[src/rtl/conv_resta_bcd_pkg.sv]
// Shared definitions for the subtractor-result to BCD converter:
// state encoding, BCD nibble constants and derived sizing helpers.
package conv_resta_bcd_pkg;

    // Controller states; completion is signalled by a registered pulse,
    // so there is no dedicated DONE state.
    typedef enum logic {
        IDLE = 1'b0,
        CONV = 1'b1
    } state_t;

    // Width of one BCD digit.
    localparam int NIBBLE_W = 4;

    // Double-dabble correction: a digit of 5 or more would overflow past 9
    // after the next doubling, so 3 is added to it before the shift.
    localparam logic [NIBBLE_W-1:0] ADJ_THRESHOLD = 4'd5;
    localparam logic [NIBBLE_W-1:0] ADJ_CONST     = 4'd3;

    // One shift per bit of the (w+1)-bit magnitude.
    function automatic int iter_count(input int w);
        return w + 1;
    endfunction

    // BCD digit field on top of the (w+1)-bit binary field.
    function automatic int sreg_width(input int w, input int digits);
        return digits * NIBBLE_W + w + 1;
    endfunction

endpackage

[src/rtl/conv_resta_bcd_ajuste_bcd.sv]
// Combinational double-dabble digit correction: adds 3 to a BCD digit
// that is 5 or more, passes smaller digits through unchanged.
module ajuste_bcd
    import conv_resta_bcd_pkg::*;
(
    input  logic [NIBBLE_W-1:0] digit,
    output logic [NIBBLE_W-1:0] adjusted
);

    // Inputs stay within 0..9 during conversion, so digit + 3 never wraps.
    assign adjusted = (digit >= ADJ_THRESHOLD) ? (digit + ADJ_CONST) : digit;

endmodule

[src/rtl/conv_resta_bcd.sv]
// Converts the ripple subtractor's {borrow, diff} result into sign plus
// two BCD digits using an iterative shift-add-3 (double-dabble) engine.
// The digits and sign are held for the display driver between conversions,
// with a start/busy/done handshake toward the control logic.
module conv_resta_bcd
    import conv_resta_bcd_pkg::*;
#(
    parameter int W      = 5,
    parameter int DIGITS = 2
) (
    input  logic         clk,
    input  logic         rst,
    input  logic [W:0]   x,
    input  logic         start,
    output logic         busy,
    output logic         done,
    output logic         neg,
    output logic [3:0]   tens,
    output logic [3:0]   units
);

    localparam int ITERS = iter_count(W);
    localparam int SR_W  = sreg_width(W, DIGITS);
    localparam int BCD_W = DIGITS * NIBBLE_W;
    localparam int CNT_W = (ITERS > 1) ? $clog2(ITERS) : 1;

    // Counter value during the final shift of a conversion.
    localparam logic [CNT_W-1:0] LAST_CNT = CNT_W'(ITERS - 1);

    // Bit positions of the two displayed digits inside the shift register.
    localparam int UNITS_LSB = W + 1;
    localparam int TENS_LSB  = W + 1 + NIBBLE_W;

    state_t            state_q, state_d;
    logic [SR_W-1:0]   sreg_q, sreg_d;
    logic [CNT_W-1:0]  cnt_q, cnt_d;
    logic              sign_q, sign_d;
    logic              busy_q, busy_d;
    logic              done_q, done_d;
    logic              neg_q, neg_d;
    logic [3:0]        tens_q, tens_d;
    logic [3:0]        units_q, units_d;

    logic [W:0]        mag;
    logic [BCD_W-1:0]  adj_bcd;
    logic [SR_W-1:0]   adjusted_sreg;
    logic [SR_W-1:0]   shifted_sreg;

    // Two's-complement negate of a borrowed result gives its magnitude;
    // x = 100000 maps to 32, which still fits the W+1 bit field.
    assign mag = x[W] ? (-x) : x;

    // One correction cell per BCD digit of the shift register.
    for (genvar d = 0; d < DIGITS; d++) begin : g_adj
        ajuste_bcd u_adj (
            .digit    (sreg_q[W + 1 + NIBBLE_W*d +: NIBBLE_W]),
            .adjusted (adj_bcd[NIBBLE_W*d +: NIBBLE_W])
        );
    end

    // Correct every digit first, then double the whole register; the
    // magnitude MSB moves into the units digit on each shift.
    assign adjusted_sreg = {adj_bcd, sreg_q[W:0]};
    assign shifted_sreg  = adjusted_sreg << 1;

    // Next-state and datapath update; everything holds unless changed below.
    always_comb begin
        state_d = state_q;
        sreg_d  = sreg_q;
        cnt_d   = cnt_q;
        sign_d  = sign_q;
        busy_d  = busy_q;
        done_d  = 1'b0;
        neg_d   = neg_q;
        tens_d  = tens_q;
        units_d = units_q;

        case (state_q)
            IDLE: begin
                if (start) begin
                    sign_d  = x[W];
                    sreg_d  = {{BCD_W{1'b0}}, mag};
                    cnt_d   = '0;
                    busy_d  = 1'b1;
                    state_d = CONV;
                end
            end
            CONV: begin
                sreg_d = shifted_sreg;
                cnt_d  = cnt_q + 1'b1;
                if (cnt_q == LAST_CNT) begin
                    // Publish the finished digits in the same cycle done rises.
                    neg_d   = sign_q;
                    tens_d  = shifted_sreg[TENS_LSB +: 4];
                    units_d = shifted_sreg[UNITS_LSB +: 4];
                    done_d  = 1'b1;
                    busy_d  = 1'b0;
                    state_d = IDLE;
                end
            end
            default: begin
                state_d = IDLE;
                busy_d  = 1'b0;
            end
        endcase
    end

    // State register; reset aborts any conversion in flight.
    always_ff @(posedge clk) begin
        if (rst) begin
            state_q <= IDLE;
        end else begin
            state_q <= state_d;
        end
    end

    // Shift register, counter, handshake flags and held display outputs.
    always_ff @(posedge clk) begin
        if (rst) begin
            sreg_q  <= '0;
            cnt_q   <= '0;
            sign_q  <= 1'b0;
            busy_q  <= 1'b0;
            done_q  <= 1'b0;
            neg_q   <= 1'b0;
            tens_q  <= '0;
            units_q <= '0;
        end else begin
            sreg_q  <= sreg_d;
            cnt_q   <= cnt_d;
            sign_q  <= sign_d;
            busy_q  <= busy_d;
            done_q  <= done_d;
            neg_q   <= neg_d;
            tens_q  <= tens_d;
            units_q <= units_d;
        end
    end

    assign busy  = busy_q;
    assign done  = done_q;
    assign neg   = neg_q;
    assign tens  = tens_q;
    assign units = units_q;

endmodule

[config.mk]
export PLATFORM = sky130hd
export DESIGN_NAME = conv_resta_bcd
export DESIGN_NICKNAME = d
export VERILOG_FILES = /design/src/rtl/conv_resta_bcd_pkg.sv /design/src/rtl/conv_resta_bcd_ajuste_bcd.sv /design/src/rtl/conv_resta_bcd.sv
export SDC_FILE = /design/constraint.sdc
export NUM_CORES = 1
export LEC_CHECK = 0
export BUFFER_PORTS_ARGS = -buffer_cell sky130_fd_sc_hd__buf_2
export CORE_MARGIN = 2
export CORE_UTILIZATION = 63
export CTS_BUF_LIST = sky130_fd_sc_hd__clkbuf_4
export DETAILED_ROUTE_END_ITERATION = 6
export PLACE_DENSITY = 0.87
export SETUP_SLACK_MARGIN = 0.5
export SLEW_MARGIN = 20
export SYNTH_ARGS = -nofsm -noshare
export SYNTH_HDL_FRONTEND = slang
export SYNTH_SLANG_ARGS = --single-unit
[constraint.sdc]
create_clock -name clk -period 3 [get_ports clk]
set_input_delay 0.3 -clock clk [delete_from_list [all_inputs] [get_ports clk]]
set_output_delay 0.3 -clock clk [all_outputs]
set_load 0.005 [all_outputs]
### Word level (Yosys, flattened, before mapping)

Cells that the tools add are included.

* bits in registers: 30
* latch bits: 0
* RAM bits: 0
* ROM bits: 0
* input bits: 9
* output and inout port bits: 11
* word-level logic and storage cells: 37
* memories kept: 0

* $add $sub $neg: 4
* multiply operators: 0
* div/mod/pow operators: 0
* magnitude comparators: 2
* eq/ne operators: 3
* shifts and indexed selects: 0
* mux-type cells: 14
* bitwise operators: 1
* reductions and logical operators: 4

Operators by type and width (count)
* 14-bit case mux with 2 select lines: 1
* 14-bit 2-to-1 mux: 1
* 4-bit by 3-bit greater-or-equal comparator with 1-bit output (second input constant): 2
* 3-bit 2-to-1 mux: 2
* 6-bit 2-to-1 mux: 1
* 6-bit negator: 1
* 3-bit case mux with 2 select lines: 1
* 2-bit AND reduction: 3
* 1-bit 2-to-1 mux: 5
* 4-bit by 2-bit adder with 4-bit output (second input constant): 1
* 4-bit 2-to-1 mux: 1
* 1-bit case mux with 2 select lines: 2
* 3-bit by 1-bit adder with 3-bit output (second input constant): 1
* 3-bit by 2-bit adder with 3-bit output (second input constant): 1
* 3-bit == test (second input constant): 1
* 2-bit by 1-bit != test with 1-bit output (second input constant): 1
* 2-bit != test (second input constant): 1
* 2-bit OR reduction: 1
* 1-bit inverter: 1

### Longest topological paths before layout

Gate-level depths: netlist of run 1.

* depth in word-level cells: 4
* gate-level depth with buffers: 7

### By module

A second synthesis of run 1 with hierarchy kept.

* cell total of the unflattened synthesis: 161
* area total of the unflattened synthesis: 1425.1 um^2

Modules (own cells, without submodules)
* conv_resta_bcd: times used 1, cells an instance 129, area an instance 1222.4 um^2, sequential area each 600.6 um^2
* ajuste_bcd: times used 2, cells an instance 16, area an instance 101.3 um^2, sequential area each 0.0 um^2

### Least setup slack after synthesis of run 1

Ideal clock, no wire load.

* path kind: register -> register
* from: register sreg_q[10]
* to: register sreg_q[12]
* library setup time: 74 ps
* arrival: 1367 ps
* required time: 2926 ps
* path slack: 1559 ps
* cell stages (with the launch flop): 7
* buffers on the path: 0
* clock period less this slack: 1441 ps
* path through: dfxtp_1 inv_1 ha_1 nand2b_1 a21oi_2 mux2_2 o21ai_0

* word-level cells in the longest chain between the ends: 3

RTL lines
* start: declaration: RTL line conv_resta_bcd.sv:35 `logic [SR_W-1:0] sreg_q, sreg_d;`
* start signal: assignment: RTL line conv_resta_bcd.sv:129 `sreg_q <= sreg_d;`
* 4-bit by 3-bit greater-or-equal comparator with 1-bit output or 3-bit by 2-bit adder with 3-bit output (tied branches): RTL line conv_resta_bcd_ajuste_bcd.sv:11 `assign adjusted = (digit >= ADJ_THRESHOLD) ? (digit + ADJ_CONST) : digit;`
* 3-bit 2-to-1 mux *: RTL line conv_resta_bcd_ajuste_bcd.sv:11
* 14-bit case mux with 2 select lines *: RTL line conv_resta_bcd.sv:78 `case (state_q)`

Mark *: on every way between the ends. The rest lies on a longest branch, timed or not.
A chain may end at the register's enable or synchronous reset.

### Final worst setup path of run 1

* from: register state_q
* to: register units_q[0], in the netlist units[0]

* word-level cells in the longest chain between the ends: 1

RTL lines
* start: declaration: RTL line conv_resta_bcd.sv:34 `state_t state_q, state_d;`
* start signal: assignment: RTL line conv_resta_bcd.sv:113 `state_q <= state_d;`
* 2-bit AND reduction (no source line)
* end signal: assignment: RTL line conv_resta_bcd.sv:136 `units_q <= units_d;`
* end: declaration: RTL line conv_resta_bcd.sv:42 `logic [3:0] units_q, units_d;`

No other way between the ends.

==> results.cfg, run 1 <==
[power_and_ir_drop]
p_switching_mw = 0.178
clkPwrFrac = 0.315
p_per_area_mw_per_mm2 = 448
p_sw_frac = 0.256
ir_worst_vdd_v = 0.000354
internal_power_mw = 0.517
p_leak_nw = 0.616
pwr-share-comb = 0.080
seqPwrFrac = 0.604

[critical_path]
path_class = flop to flop
end_kind = flop
start_kind = flop
arrival_ns = 2.20
slowest_stage = dfxtp_1
cpPeakStageDelay_ns = 0.94
crit_fanout = 33
worstPathCellList = a31oi_1 -> a22o_1
worstPathRequired_ns = 3.22

[yosys]
syn-num-nets = 174
synth_top_area_frac = 0.426
syn_area_per_cell_um2 = 8.92
synth_sequential_area_ratio = 0.426
ys_ff_latch = 30
yosys.area.top_type = dfxtp_1
synth_cells = 158
synth_top_cells_by_area = dfxtp_1 43%, ha_1 6.2%, o21ai_0 5.3%
yosysUniqueCellTypes = 35
yosysWarnings = 0
netlist_area_mm2 = 0.00141

[sta]
slew_viol_final = 0
fmax_mhz = 505
slew_headroom = 0.346
period_share = 0.660
whs_ns = 0.296
skew_ns = 0.0109
layout_setup_ws_ns = 1.02
worst_pin_slew_ns = 0.976
setup_viol = 0
hold_viol_final = 0
setup_tns_ns = 0
rsz0062_at_grt = false
min_period_ns = 1.98

[run]
maxCapViolCount = 0

[floorplanning]
dieHeight_um = 51.3
dieArea_mm2 = 0.00263
ios = 20
row_count = 17
coreArea_mm2 = 0.00217
dieWidth_um = 51.3
start_util = 0.649

[clocking]
numCtsBuffers = 5
ctsResizeCount = 0
cts_max_path_buffers = 2
postCtsSetupBuffers = 0
worstSkewPairLatency_ns = 0.33
clock-sinks = 30
cts-root-buf = clkbuf_4
cts_max_level = 2
cts_tree = yes
hold_buffers = 0
clkTransAtPathRegs_ns = 0.09

[placement]
portBuffers = 19
pre_cts_ws_ns = 1.08
dp_cells = 197
globalplace.congestion = 0.780
dp_hpwl_um = 1890

[global_routing]
grt_overflow = 0
grt_pass1_vias = 1085
grt_max_degree = 34
track_usage = 0.231
antenna_found_initial = 0
grt_pass1_wl_um = 4510

[finish]
syn2layout_area_growth_pct = 10.0
fin_nets = 192
stdcell_count = 205
drive_gt1_frac = 0.158
n_antenna_cell = 0

[detailed_routing]
drt-initial-drc-count = 26
viasPerCell = 5.57
dr.pass1.iters = 4
ant_nets = 0
post-route-drc-count = 0
routed_wl_um = 2620
wl_per_cell_um = 12.8
vias = 1142

[worst_hold_path]
hold_class = input port to flop

[run_status]
status = completed
==> flip-flops by register name (all words and copies together) (netlist names) <==
| signal | flops |
|---|---|
| state_q | 1 |
| sreg_q | 14 |
| sign_q | 1 |
| cnt_q | 3 |
| busy | 1 |
| units | 4 |
| done | 1 |
| neg | 1 |
| tens | 4 |
==> path summary, 6_finish.rpt <==
check                 from       end  slack (ns)  depth (start not counted)
hold reg to reg   units[1]  units[1]        0.46                          2
hold / removal        x[5]    sign_q        0.30                          3
setup reg to reg   state_q  units[0]        1.02                          2
setup / recovery   state_q  units[0]        1.02                          2
==> cell type report <==
cell class | instances | area (µm²)
clock inverter | 3 | 11.3
timing repair buffer | 19 | 95.1
sequential | 30 | 601
inverter | 8 | 30.0
clock buffer | 5 | 37.5
multi-input combinational | 112 | 741
fill | 183 | 619
tap | 28 | 35.0
==> worst max-delay path, delay by kind of cell (launching register included) <==
| family | cells | cell delay (ns) |
|---|---|---|
| AO/OA/AOI/OAI | 2 | 0.93 |
| flip-flops | 1 | 0.94 |
==> cells in the mapped netlist <==
cell type and n:
nor3_1 2, o21ai_0 15, mux2i_1 5, o31a_1 1
buf_2 6, buf_1 1, nor2_1 11, inv_1 8
mux2_2 2, and2b_1 1, nand2b_1 5, a21oi_1 11
a211o_1 1, a22o_1 2, a211oi_1 1, nor4b_1 1
clkbuf_1 1, nor2b_1 3, a31oi_1 1, o221ai_1 2
dfxtp_1 30, nand3b_1 6, ha_1 7, or2_1 1
nand3_1 3, a21oi_2 2, o31ai_1 1, nor3b_1 7
xnor2_1 4, xor2_1 1, o21a_1 1, nand2_1 12
o41ai_1 1, a21boi_0 1, or4b_1 1
==> placed cells by master, fill, tap and decap left out, drive strengths merged <==
cell / synthesis / final
dfxtp: 30 / 30
buf: 7 / 19
o21ai: 15 / 15
a21oi: 13 / 13
nand2: 12 / 12
nor2: 11 / 11
inv: 8 / 8
nor3b: 7 / 7
ha: 7 / 7
nand3b: 6 / 6
mux2i: 5 / 5
nand2b: 5 / 5
clkbuf: 1 / 5
xnor2: 4 / 4
nor2b: 3 / 3
nand3: 3 / 3
clkinv: 0 / 3
nor3: 2 / 2
a22o: 2 / 2
mux2: 2 / 2
o221ai: 2 / 2
a31oi: 1 / 1
o21a: 1 / 1
or2: 1 / 1
or4b: 1 / 1
o41ai: 1 / 1
o31a: 1 / 1
nor4b: 1 / 1
a21boi: 1 / 1
o31ai: 1 / 1
xor2: 1 / 1
and2b: 1 / 1
a211o: 1 / 1
a211oi: 1 / 1
==> metal layers <==
layer,share of wire,up-vias,global-route usage
met4,0.016,0,0.0789
met3,0.038,5,0.0702
met1,0.45,523,0.269
met2,0.49,23,0.400
met5,0,-,0
li1,-,591,-
==> cell families after synthesis <==
logic type | share of synthesized area
AND/OR/NAND/NOR | 0.207
AO/OA/AOI/OAI | 0.174
flip-flops | 0.426
buffers and inverters | 0.0480
multiplexers | 0.0515
adder cells (fa/ha/maj) | 0.0622
XOR/XNOR | 0.0311
==> per-stage QoR <==
step                      power, mW  cell area [µm²]   util
after floorplan               0.469             1410      -
after global placement        0.482             1500  0.692
after detailed placement      0.485             1500  0.692
after CTS                     0.697             1550  0.715
after global routing          0.722             1550  0.715
final                         0.695             1550  0.715
==> power by group through the flow <==
stage / clock, mW / sequential (mW) / combinational, mW
global placement: 0 / 0.428 / 0.0539
detailed placement: 0 / 0.429 / 0.0560
global route: 0.236 / 0.422 / 0.0634
finish: 0.219 / 0.420 / 0.0558
CTS: 0.222 / 0.420 / 0.0561
floorplan: 0 / 0.422 / 0.0468
Note: power is estimated with default switching activity, not from simulation.
==> run 2, diff against run 1 <==
Settings changed: CORE_UTILIZATION 63 to 58, PLACE_DENSITY 0.87 to 0.81.
Clock period 3 ns to 1.99 ns, I/O delays scaled along.
==> results.cfg, run 2 (synthesis results as in run 1) <==
[power_and_ir_drop]
p_per_area_mw_per_mm2 = 606
seqPwrFrac = 0.606
internal_power_mw = 0.778
pwr-share-comb = 0.094
clkPwrFrac = 0.300
ir_worst_vdd_v = 0.000630
p_sw_frac = 0.248
total_power_mw = 1.04
p_switching_mw = 0.257
p_leak_nw = 0.675

[floorplanning]
dieArea_mm2 = 0.00284
ios = 20
start_util = 0.625
row_count = 17
dieWidth_um = 53.3
coreArea_mm2 = 0.00225
dieHeight_um = 53.3

[sta]
hold_viol_final = 0
min_period_ns = 1.45
period_share = 0.731
fmax_mhz = 688
slew_headroom = 0.754
setup_tns_ns = 0
worst_pin_slew_ns = 0.368
rsz0062_at_grt = false
slew_viol_final = 0
setup_viol = 0
whs_ns = 0.195
skew_ns = 0.00902
layout_setup_ws_ns = 0.536

[finish]
stdcell_count = 208
final_common_cell = dfxtp_1
drive_gt1_frac = 0.300
largest_reg_flops = 14
regMostFlops = sreg_q
n_antenna_cell = 0
final_util = 0.758
fin_nets = 197
n_fill_cell = 155
syn2layout_area_growth_pct = 21.3
final_area_mm2 = 0.00171
mostFrequentLayoutCells = 26 x dfxtp_1, 19 x buf_2, 12 x nand2_1, 11 x nor2_1, 10 x a21oi_1

[global_routing]
grt_pass1_wl_um = 4670
grt_max_degree = 22
grt_pass1_vias = 1084
grt_overflow = 0
track_usage = 0.236
antenna_found_initial = 0

[critical_path]
worstPathRequired_ns = 2.26
arrival_ns = 1.72
cpPeakStageDelay_ns = 0.34
r2r_slack_ns = 0.54
start_kind = flop
end_kind = flop
path_class = flop to flop
crit_fanout = 3
cp_top_family = flip-flops
cp_num_buf_inv = 1
worstPathCellList = inv_2 -> ha_1 -> nand2b_4 -> a21oi_2 -> mux2_4 -> o21ai_2
slowest_stage = dfxtp_2

[detailed_routing]
viasPerCell = 5.62
dr.pass1.iters = 4
drt-initial-drc-count = 28
routed_wl_um = 2950
ant_nets = 0
post-route-drc-count = 0
vias = 1168
wl_per_cell_um = 14.2

[clocking]
hold_buffers = 0
numCtsBuffers = 5
cts_tree = yes
clkTransAtPathRegs_ns = 0.09
cts_max_level = 2
cts_max_path_buffers = 2
cts-root-buf = clkbuf_4
worstSkewPairLatency_ns = 0.33
clock-sinks = 30

[run_status]
status = completed

[placement]
dp_hpwl_um = 1940
pre_cts_ws_ns = 0.334
portBuffers = 19
dp_cells = 199
globalplace.congestion = 0.833
postPlaceCellArea_mm2 = 0.00152

[worst_hold_path]
hold_class = input port to flop

[run]
maxCapViolCount = 0
## run 2: area by class of cell
class	instances	area, µm²	area share
clock buffer	5	37.5	0.0220
tap	28	35.0	0.0205
sequential	30	608	0.356
clock inverter	1	3.75	0.00220
inverter	8	32.5	0.0190
timing repair buffer	24	136	0.0798
multi-input combinational	112	856	0.501
## run 2: worst paths after layout
path	start	to	depth (start not counted)
worst max-delay path	sreg_q[7]	units[2]	6
worst min-delay path	x[5]	sign_q	3
worst max register to register	sreg_q[7]	units[2]	6
worst min register to register	tens[2]	tens[2]	2
## run 2: what timing repair did
action | CTS | global route
resized for setup | 10 | 27
hold endpoints to repair | 0 | 0
cloned | 0 | 0
pin swaps | 3 | 2
setup endpoints to repair | 6 | 12
buffers inserted | 1 | 2
## run 2: power by group through the flow
stage | clock (mW) | sequential, mW | combinational [mW]
detailed placement | 0 | 0.641 | 0.0948
CTS | 0.317 | 0.627 | 0.0954
finish | 0.310 | 0.627 | 0.0976
global route | 0.343 | 0.630 | 0.110
floorplan | 0 | 0.636 | 0.0706
global placement | 0 | 0.640 | 0.0914
## run 2: per-layer routing
metal | global-route usage | part of all wire
met1 | 0.252 | 0.44
met2 | 0.403 | 0.50
met3 | 0.0847 | 0.040
met4 | 0.120 | 0.024
met5 | 0 | 0
## run 2: worst min-delay path: stages
cell	delay (ns)
buf_2	0.13
mux2i_1	0.08
nor2_1	0.07
